$ cat src/rtl/pc_unit.sv
// Program counter unit: next-PC selection, alignment checking, halt/error FSM
// and a saturating count of accepted PC updates.
module pc_unit #(
    parameter logic [31:0] RESET_PC = 32'h0000_0000
) (
    input  logic        CLK,
    input  logic        Reset,
    input  logic        PCWre,
    input  logic [1:0]  PCSrc,
    input  logic        Halt,
    input  logic [31:0] ExtOffset,
    input  logic [25:0] JumpAddr,
    input  logic [31:0] RegTarget,
    output logic [31:0] curPC,
    output logic [31:0] nextPC,
    output logic [1:0]  State,
    output logic        AddrErr,
    output logic [31:0] InstCount
);

    localparam int unsigned XLEN    = 32;
    localparam logic [31:0] PC_STEP = 32'd4;
    localparam logic [31:0] CNT_MAX = 32'hFFFF_FFFF;

    typedef enum logic [1:0] {
        RUN  = 2'b00,
        HALT = 2'b01,
        ERR  = 2'b10
    } state_t;

    state_t            state_q, state_d;
    logic [XLEN-1:0]   pc_q, pc_d;
    logic [XLEN-1:0]   inst_count_q, inst_count_d;
    logic              addr_err_q, addr_err_d;
    logic [XLEN-1:0]   seq_pc;
    logic [XLEN-1:0]   target;

    assign seq_pc = pc_q + PC_STEP;

    // Candidate next PC; all four sources are decoded so no encoding yields X.
    always_comb begin
        target = seq_pc;
        case (PCSrc)
            2'b00:   target = seq_pc;
            2'b01:   target = seq_pc + ExtOffset;
            2'b10:   target = {seq_pc[31:28], JumpAddr, 2'b00};
            2'b11:   target = RegTarget;
            default: target = seq_pc;
        endcase
    end

    always_ff @(posedge CLK) begin
        if (Reset) begin
            state_q      <= RUN;
            pc_q         <= RESET_PC;
            inst_count_q <= '0;
            addr_err_q   <= 1'b0;
        end else begin
            state_q      <= state_d;
            pc_q         <= pc_d;
            inst_count_q <= inst_count_d;
            addr_err_q   <= addr_err_d;
        end
    end

    // Halt outranks the write enable; a misaligned target parks the unit in ERR.
    always_comb begin
        state_d      = state_q;
        pc_d         = pc_q;
        inst_count_d = inst_count_q;
        addr_err_d   = addr_err_q;
        case (state_q)
            RUN: begin
                if (Halt) begin
                    state_d = HALT;
                end else if (PCWre) begin
                    if (target[1:0] != 2'b00) begin
                        state_d    = ERR;
                        addr_err_d = 1'b1;
                    end else begin
                        pc_d = target;
                        if (inst_count_q != CNT_MAX) begin
                            inst_count_d = inst_count_q + 32'd1;
                        end
                    end
                end
            end
            HALT:    state_d = HALT;
            ERR:     state_d = ERR;
            default: state_d = ERR;
        endcase
    end

    assign curPC     = pc_q;
    assign nextPC    = seq_pc;
    assign State     = state_q;
    assign AddrErr   = addr_err_q;
    assign InstCount = inst_count_q;

endmodule

$ cat config.mk
export PLATFORM = sky130hd
export DESIGN_NAME = pc_unit
export DESIGN_NICKNAME = d
export VERILOG_FILES = /design/src/rtl/pc_unit.sv
export SDC_FILE = /design/constraint.sdc
export NUM_CORES = 1
export LEC_CHECK = 0
export ABC_AREA = 0
export BUFFER_PORTS_ARGS = -buffer_cell sky130_fd_sc_hd__buf_2
export CAP_MARGIN = 25
export CELL_PAD_IN_SITES_DETAIL_PLACEMENT = 1
export CELL_PAD_IN_SITES_GLOBAL_PLACEMENT = 1
export CORE_UTILIZATION = 38
export DETAILED_ROUTE_END_ITERATION = 12
export GPL_TIMING_DRIVEN = 0
export PLACE_DENSITY_LB_ADDON = 0.08
export SYNTH_ARGS = -nofsm -noshare
export SYNTH_HDL_FRONTEND = slang
export SYNTH_SLANG_ARGS = --single-unit
export TNS_END_PERCENT = 5
$ cat constraint.sdc
create_clock -name CLK -period 5.07 [get_ports CLK]
set_clock_uncertainty 0.05 [all_clocks]
set_input_delay 0.2535 -clock CLK [delete_from_list [all_inputs] [get_ports CLK]]
set_output_delay 0.2535 -clock CLK [all_outputs]
set_load 0.05 [all_outputs]
==> summary.txt <==
Timing
  – Slew @ Worst Pin: between 1 and 1.5 ns
  – Endpoints failing setup: 0
  – Fin crit share: 91.12%
  – Post-route setup slack: about 0.45 ns
  – Hold violation count in the final report: 0
  – Final Max Tran Viols: 0
  – Setup TNS Final: 0 ns
  – Final min period: about 4.6 ns
  – Max-slew headroom: between 30% and 40%
  – Peak Freq: 216.5 MHz
  – RSZ-0062 raised after global routing: no

Yosys
  – Largest cells by area after synthesis: dfxtp_1 22%, ha_1 7.5%, xnor2_1 5.7%
  – Biggest area consumer among synthesized cells: dfxtp_1
  – Top cells by count, synth: 89 x nor2_1, 67 x dfxtp_1, 63 x nand2_1, 54 x a21oi_1, 39 x xnor2_1
  – Asr flop ratio synth: 0%
  – Flops & latches, synth: 67
  – Post-synthesis net count: 879
  – Top-area cell type share of the netlist area: 22.24%
  – Register area share after synthesis: roughly 22%
  – Post-synth EDFFs: 0
  – Top FF cell, synth: dfxtp_1
  – Yosys warnings: 0
  – Synth cell types: between 80 and 90
  – Count leader, synth: nor2_1
  – Syn avg cell area: roughly 8 um2
  – Cell area after synthesis: 0.006032 mm2
  – Syn Inst Count: between 700 and 800

Hold path
  – Hold path depth: 3
  – Hold Startpoint: Halt
  – Min-Delay Path Class: input pin to register
  – WHS Endpoint: State[0]

Global routing
  – Gr ovfl total: 0
  – Vias in the first global route: between 6000 and 7000
  – Initial antenna violation count: 2
  – First-pass GRT wire length: 36540 um
  – Largest net degree at the start of global routing: 15
  – GRT Resource Usage Total: between 20% and 30%

Final layout
  – Share of layout cells above drive strength 1: ~28%
  – Filler instances: between 1500 and 2000
  – Nets: approximately 1100
  – Layout area overhead: 25.51%

Clock tree
  – H-Tree Depth: 3
  – Post-cts sizing count: 0
  – CTS tree: built
  – Bufs on Longest Clock Path: 2
  – Total CTS buffers: 9
  – Clock sinks: 67
  – Latest clock arrival within the worst-skew pair: between 0.3 and 0.4 ns
  – Hold buffers post-CTS: 0
  – Clock Pin Slew Worst Setup and Hold Paths: around 0.070 ns
  – Post-CTS Setup Bufs: 0
  – CTS Root Cell: clkbuf_16

Worst setup path
  – Crit path kind: register to register
  – CP max stage delay: roughly 0.63 ns
  – Slowest cell on the critical path: or4b_2
  – Top cell family by delay on the critical path: simple AND/OR/NAND/NOR gates
  – Critical Path Fanout Max: 5
  – CP Capture Type: register
  – Crit path buf inv count: 0
  – RR Endpoint: curPC[27]
  – Critical Path, Cell by Cell: ha_1 -> nand4_1 -> nor4_1 -> nand2_1 -> nor2_1 -> nand3_1 -> xnor2_1 -> ha_1 -> a21o_1 -> a21oi_1 -> o21bai_1 -> or4b_2 -> a21oi_1 -> nor3_1
  – Critical R2R Launch: curPC[2]
  – Worst endpoint required time: 5.25 ns
  – Critical path startpoint category: register
  – Reg2reg path depth: 14
  – Critical Path AT: 4.80 ns
  – R2R setup slack: 0.45 ns

Place
  – DP Worst Slack: about 0.55 ns
  – Routability cong.: just over 0.9
  – Post-DP HPWL: between 15000 and 20000 um
  – Port Buffer Count: about 190

Power and ir drop
  – P per Cell Area: roughly 230 mW/mm2
  – Worst VDD drop: ~0.15 mV
  – P_leak: between 3 and 4 nW

Floorplan
  – Initial Util: ~39%
  – Std-Cell Core Area: around 0.015 mm2
  – # IOs: a little under 200
  – Die W: roughly 130 um
  – Die Y: around 130 um
  – Cell Rows: 45
  – DIE AREA: between 0.015 and 0.02 mm2

Detailed routing
  – First-pass DRT Iterations: 5
  – DRT antenna net count: 0
  – Wirelength per Cell: 20.55 um
  – DRC violations left: 0
  – Final wirelength: 23980 um
  – Detailed Route Iter0 Violations: 352
  – Via/cell ratio: ~5.8
  – Vias: around 6700

Job
  – Max-cap violations: 0

Run status
  – Outcome: finished clean
-- worst max-delay path by stage --
| stage | start | endpoint | slack [ns] | cells past startpoint |
|---|---|---|---|---|
| floorplan | curPC[7] | curPC[28] | 0.10 | 14 |
| global placement | curPC[2] | curPC[28] | 0.54 | 15 |
| detailed placement | curPC[2] | curPC[27] | 0.55 | 14 |
| finish | curPC[2] | curPC[27] | 0.45 | 14 |
| global route | curPC[2] | curPC[28] | 0.21 | 15 |
| CTS | curPC[2] | curPC[27] | 0.53 | 14 |
-- worst register-to-register path: cells and delay by family, from the launching register on --
| kind | cells | cell delay [ns] |
|---|---|---|
| AND/OR/NAND/NOR | 7 | 2.18 |
| adder cells (fa/ha/maj) | 2 | 0.69 |
| XOR/XNOR | 1 | 0.33 |
| AO/OA/AOI/OAI | 4 | 0.77 |
| flip-flops | 1 | 0.49 |
-- sequential cells by signal (all words and copies together), names as in the netlist --
| register | flops |
|---|---|
| curPC | 32 |
| State | 2 |
| AddrErr | 1 |
| InstCount | 32 |
-- area by class of cell --
cell class	instances	area (um2)	area share, %
multi-input combinational	627	4390	57.99
clock inverter	7	83.83	1.107
timing repair buffer	192	960.9	12.69
clock buffer	9	225.2	2.975
buffer	35	222.7	2.942
sequential	67	1341	17.72
antenna	2	5.005	0.06610
inverter	17	77.57	1.025
tap	211	264.0	3.487
-- through the flow --
stage,cell area [um2],instances,hold WS [ns],utilization [%],power (mW)
after CTS,7566,1165,0.1387,49.22,1.731
after detailed placement,7257,1149,0.3908,47.21,1.064
final,7571,1167,0.1444,49.26,1.731
after global routing,7566,1165,0.2024,49.22,1.793
after global placement,7257,1149,0.3840,47.21,1.053
after floorplan,6032,746,0.3788,-,0.9081
-- placed cells by master, fill, tap and decap left out, drive strengths merged, types with 17 or more instances in the layout --
master,instances
xnor2,41
nand3,34
and3,20
ha,36
nand2,65
a21oi,54
buf,203
nor3,23
o21ai,33
a21o,17
xor2,35
nor2,90
clkbuf,31
inv,19
dfxtp,67
-- cells by family after synthesis --
kind of cell / count (synthesis) / share of synthesized area [%]
muxes: 28 / 7.281
and+or+nand+nor: 305 / 26.38
DFF: 67 / 22.24
AOI/OAI and AO/OA: 181 / 20.04
adders and majority gates: 37 / 7.799
xor gates and xnor gates: 76 / 11.28
buffers and inverters: 52 / 4.978
-- where the power goes --
group | leakage (nW) | switching, mW | total [mW] | internal (mW)
combinational | 2.75 | 0.320 | 0.497 | 0.176
sequential | 0.542 | 0.0237 | 0.564 | 0.540
clock | 0.149 | 0.280 | 0.670 | 0.390
total | 3.44 | 0.624 | 1.73 | 1.11
-- metal layers --
layer | global-route usage [%] | vias to the layer above | wire [um]
met4 | 7.820 | 0 | 425
met3 | 4.883 | 32 | 1516
met2 | 49.01 | 254 | 11350
met1 | 38.17 | 3274 | 10690
met5 | 0 | - | 0
li1 | - | 3160 | -
Power figures use the tool's default switching activity.
